[config.mk]
export PLATFORM = sky130hd
export DESIGN_NAME = mm_seq_ctrl
export DESIGN_NICKNAME = d
export VERILOG_FILES = /design/src/rtl/mm_seq_ctrl.sv
export SDC_FILE = /design/constraint.sdc
export NUM_CORES = 1
export LEC_CHECK = 0
export ABC_AREA = 1
export BUFFER_PORTS_ARGS = -buffer_cell sky130_fd_sc_hd__buf_2
export CORE_AREA = 2 2 107 109
export DETAILED_ROUTE_END_ITERATION = 16
export DIE_AREA = 0 0 109 111
export GPL_TIMING_DRIVEN = 0
export PLACE_DENSITY_LB_ADDON = 0.2
export SKIP_LAST_GASP = 1
export SLEW_MARGIN = 20
export SYNTH_ARGS = -nofsm -noshare
export SYNTH_HDL_FRONTEND = slang
export SYNTH_SLANG_ARGS = --single-unit
export TNS_END_PERCENT = 100
[constraint.sdc]
create_clock -name clk -period 1.5 [get_ports clk]
set_input_delay 0.15 -clock clk [delete_from_list [all_inputs] [get_ports clk]]
set_output_delay 0.15 -clock clk [all_outputs]
set_load 0.005 [all_outputs]
[src/rtl/mm_seq_ctrl.sv]
// mm_seq_ctrl: sequences one matrix-multiply pass (A load, skewed B feed/drain, array strobes)
module mm_seq_ctrl #(
  parameter int BITS_AB = 8,
  parameter int DIM     = 8,
  parameter int ROWBITS = $clog2(DIM),
  parameter int RUN_CYC = 3*DIM-2
) (
  input  logic                   clk,
  input  logic                   rst_n,
  input  logic                   start,
  output logic                   busy,
  output logic                   done,
  input  logic                   host_a_vld,
  output logic                   host_a_rdy,
  input  logic [DIM*BITS_AB-1:0] host_a,
  input  logic                   host_b_vld,
  output logic                   host_b_rdy,
  input  logic [DIM*BITS_AB-1:0] host_b,
  output logic                   memA_WrEn,
  output logic [ROWBITS-1:0]     memA_Arow,
  output logic [DIM*BITS_AB-1:0] memA_Ain,
  output logic                   memA_en,
  output logic                   memB_en,
  output logic [DIM*BITS_AB-1:0] memB_Bin,
  output logic                   sa_clr,
  output logic                   sa_en
);
  localparam int KBITS = $clog2(RUN_CYC);
  localparam logic [ROWBITS-1:0] ROW_LAST = ROWBITS'(DIM-1);
  localparam logic [KBITS-1:0]   K_DIM    = KBITS'(DIM);
  localparam logic [KBITS-1:0]   K_LAST   = KBITS'(RUN_CYC-1);

  typedef enum logic [2:0] {IDLE, CLR, LOADA, RUN, DONE} state_t;

  state_t             r_state, w_next;
  logic [ROWBITS-1:0] r_row, w_row_nxt;
  logic [KBITS-1:0]   r_k, w_k_nxt;
  logic               r_busy, r_done, r_clr, r_sa_en;
  logic               w_feed, w_a_hs, w_b_hs, w_run_en;

  // Handshakes and the enable window: feed phase stalls on B, drain phase always runs
  always_comb begin
    w_feed   = (r_state == RUN) && (r_k < K_DIM);
    w_a_hs   = (r_state == LOADA) && host_a_vld;
    w_b_hs   = w_feed && host_b_vld;
    w_run_en = (r_state == RUN) && (!w_feed || host_b_vld);
  end

  assign host_a_rdy = (r_state == LOADA);
  assign host_b_rdy = w_feed;
  assign memA_WrEn  = w_a_hs;
  assign memA_Arow  = (r_state == LOADA) ? r_row : '0;
  assign memA_Ain   = w_a_hs ? host_a : '0;
  assign memA_en    = w_run_en;
  assign memB_en    = w_run_en;
  assign memB_Bin   = w_b_hs ? host_b : '0;
  assign busy       = r_busy;
  assign done       = r_done;
  assign sa_clr     = r_clr;
  assign sa_en      = r_sa_en;

  // Next state and counter updates
  always_comb begin
    w_next    = r_state;
    w_row_nxt = r_row;
    w_k_nxt   = r_k;
    case (r_state)
      IDLE:  w_next = start ? CLR : IDLE;
      CLR: begin
        w_next    = LOADA;
        w_row_nxt = '0;
        w_k_nxt   = '0;
      end
      LOADA: if (w_a_hs) begin
        w_row_nxt = r_row + 1'b1;
        if (r_row == ROW_LAST) begin
          w_next  = RUN;
          w_k_nxt = '0;
        end
      end
      RUN: if (w_run_en) begin
        w_k_nxt = r_k + 1'b1;
        if (r_k == K_LAST) w_next = DONE;
      end
      DONE:    w_next = IDLE;
      default: w_next = IDLE;
    endcase
  end

  // State, counters and registered strobes; sa_en trails memA_en by one cycle
  always_ff @(posedge clk) begin
    if (!rst_n) begin
      r_state <= IDLE;
      r_row   <= '0;
      r_k     <= '0;
      r_busy  <= 1'b0;
      r_done  <= 1'b0;
      r_clr   <= 1'b0;
      r_sa_en <= 1'b0;
    end else begin
      r_state <= w_next;
      r_row   <= w_row_nxt;
      r_k     <= w_k_nxt;
      r_busy  <= (w_next != IDLE);
      r_done  <= (w_next == DONE);
      r_clr   <= (w_next == CLR);
      r_sa_en <= w_run_en;
    end
  end
endmodule

==> results by group <==
Drt
  • DRC Markers: 0
  • Final ANT Viol Nets: 0
  • Routed vias: 3,169
  • Vias per cell: 3.84
  • Pre-Repair DR Iteration Count: 4
  • Drt wl/cell: 11.9 um
  • DRT iter0 DRCs: 74
  • Drt total wl: 9780 um

Global route
  • Vias in the first global route: 2,819
  • Largest net degree at the start of global routing: 11
  • Total gr overflow: 0
  • Global-route wire length before repair: 13,300 um
  • Initial antenna violation count: 0
  • Total track usage: 13.7%

STA
  • Rel. slew slack: 77.6%
  • Final hold violations: 0
  • Final period util: 115%
  • Slew @ Worst Pin: 334 ps
  • Hold WS: 188 ps
  • Setup TNS: -18,210 ps
  • Min Tclk post-route: 1720 ps
  • Peak Freq: 582 MHz
  • Post-Route Skew: 2.99 ps
  • RSZ-0062 raised after global routing: true
  • Max-slew violations: 0
  • Setup ws final: -218 ps
  • Final setup viols: 135

Critical path
  • Setup crit start kind: flop
  • CP endpoint kind: output port
  • WP data arrival: 1570 ps
  • Kind of critical path: reg2out
  • Worst-path maximum fanout: 6
  • Critical Path RT: 1350 ps

Final layout
  • Multi-input gate area: 1400 sq um
  • Nets: 820
  • Reg area: 309 sq um
  • Commonest non-fill, non-tap cell in the layout: buf_2
  • Fill cell total of the finished layout: 1,200
  • Commonest cells after routing, fill and taps aside: buf_2 (262), inv_1 (143), nor2_2 (67)
  • Layout Cells excl Fill: 825
  • Layout cells sized above 1: 64.5%
  • Area Growth Syn to Fin: 132%
  • N_diodes: 0

Min path
  • Worst Hold Class: in2reg

Power and ir drop
  • Pwr dens: 390 nW/um^2
  • Worst VDD drop: 0.413 mV
  • P_leak: 0.00296 uW

Status
  • Status: complete, but fails checks
  • Failing checks: setup timing

Place
  • Placed Cells: 793
  • I/O Buffers: 272
  • Final HPWL from detailed placement: 7650 um
  • Gpl congestion: 0.873
  • DP Worst Slack: -239 ps

Yosys
  • Largest cells by area after synthesis: inv_1 (28%), nor2_1 (19%), dfxtp_1 (16%)
  • Synth top area share: 28.1%
  • Cell Area, Synth: 1930 sq um
  • Post-synthesis sequential area ratio: 15.5%
  • Avg Synthesized Cell Area: 5.12 sq um
  • Synthesized instance count: 378
  • Flops & latches, synth: 15
  • Cell variety after synth: 24
  • Synth warn: 0
  • Syn_nets: 515
  • Cell type with the largest total area after synthesis: inv_1

Clocking
  • Clock Sinks: 15
  • CTS Buffer Depth: 2
  • # H-tree levels: 1
  • TritonCTS clock tree: yes
  • CTS root buf: clkbuf_16
  • Clock Pin Slew Worst Setup and Hold Paths: 50 ps
  • CTS hold repair buffers: 0
  • Clk_lat worst skew: 250 ps
  • CTS Buf Count: 3

Floorplanning
  • Row count: 39
  • Num ports: 273
  • Die width: 109 um
  • Die height: 111 um
  • Initial Util: 17.5%
  • Die ar.: 12,100 sq um
  • Core area: 11,100 sq um

Run
  • Max-Cap Viols: 0
-- final cells by class --
class | count | share of cell area [%]
inverters | 147 | 12.4
clock buffers | 3 | 1.67
flip-flops and latches | 15 | 6.89
repair buffers | 299 | 38.9
plain buffers | 15 | 4.85
clock inverters | 1 | 0.112
multi-input cells | 202 | 31.2
well taps | 143 | 3.99
-- metrics by stage --
step | cell area, sq um | utilization, % | power (uW)
detailed placement | 3470 | 31.4 | 974
global placement | 3470 | 31.4 | 967
finish | 4490 | 40.5 | 1750
global route | 4490 | 40.5 | 1860
CTS | 3830 | 34.6 | 1590
floorplan | 1930 | - | 680
-- registers in the layout (all words and copies together), names as in the netlist --
signal   flops
busy         1
sa_clr       1
sa_en        1
r_k          5
r_row        3
done         1
r_state      3
-- final timing paths --
path / start / endpoint / slack [ps] / depth (start not counted)
max: r_state[0] / memA_Ain[4] / -220 / 8
min: rst_n / r_state[0] / 190 / 3
max reg2reg: r_state[0] / r_k[0] / -40 / 11
min reg2reg: r_row[0] / r_row[0] / 480 / 1
-- kinds of logic after synthesis --
kind of cell / after synthesis / share of synthesized area, %
adders and majority gates: 4 / 2.59
buffers and inverters: 162 / 34.3
DFF: 15 / 15.5
and+or+nand+nor: 185 / 43.7
xor gates and xnor gates: 1 / 0.453
AOI/OAI and AO/OA: 11 / 3.36
-- synthesized netlist by cell type (all sizes together) --
| library cell | n |
|---|---|
| ha | 4 |
| clkinv | 1 |
| a31oi | 1 |
| o211ai | 2 |
| buf | 13 |
| xnor2 | 1 |
| o21ai | 1 |
| nand2 | 29 |
| clkbuf | 2 |
| nor3 | 3 |
| a31o | 1 |
| a21oi | 6 |
| inv | 146 |
| dfxtp | 15 |
| nor2 | 141 |
| nand4 | 5 |
| nand3 | 7 |
-- power breakdown --
group          internal [uW]  switching, uW  leakage, uW
Clock                    357            176    0.0000409
Sequential               420           17.6     0.000124
Combinational            387            394      0.00280
-- what timing repair did --
item,CTS,global route
resized for setup,38,146
setup buffers,14,8
pin swaps,7,8
setup endpoints to repair,131,141
cloned,3,4
-- critical path, stage by stage, from the launching register on --
cell	delay, ps
dfxtp_4	350
buf_6	120
nor2_4	110
nand3_4	120
buf_12	170
buf_12	120
buf_16	130
nor2_2	80
buf_2	120
-- routing by layer --
| layer | vias up | GRT usage [%] | share of wire [%] |
|---|---|---|---|
| met5 | - | 0 | 0 |
| met2 | 129 | 25.8 | 54 |
| met1 | 1402 | 13.5 | 35 |
| li1 | 1626 | - | - |
| met4 | 0 | 3.25 | 1.0 |
| met3 | 12 | 5.76 | 11 |
Power figures use the tool's default switching activity.
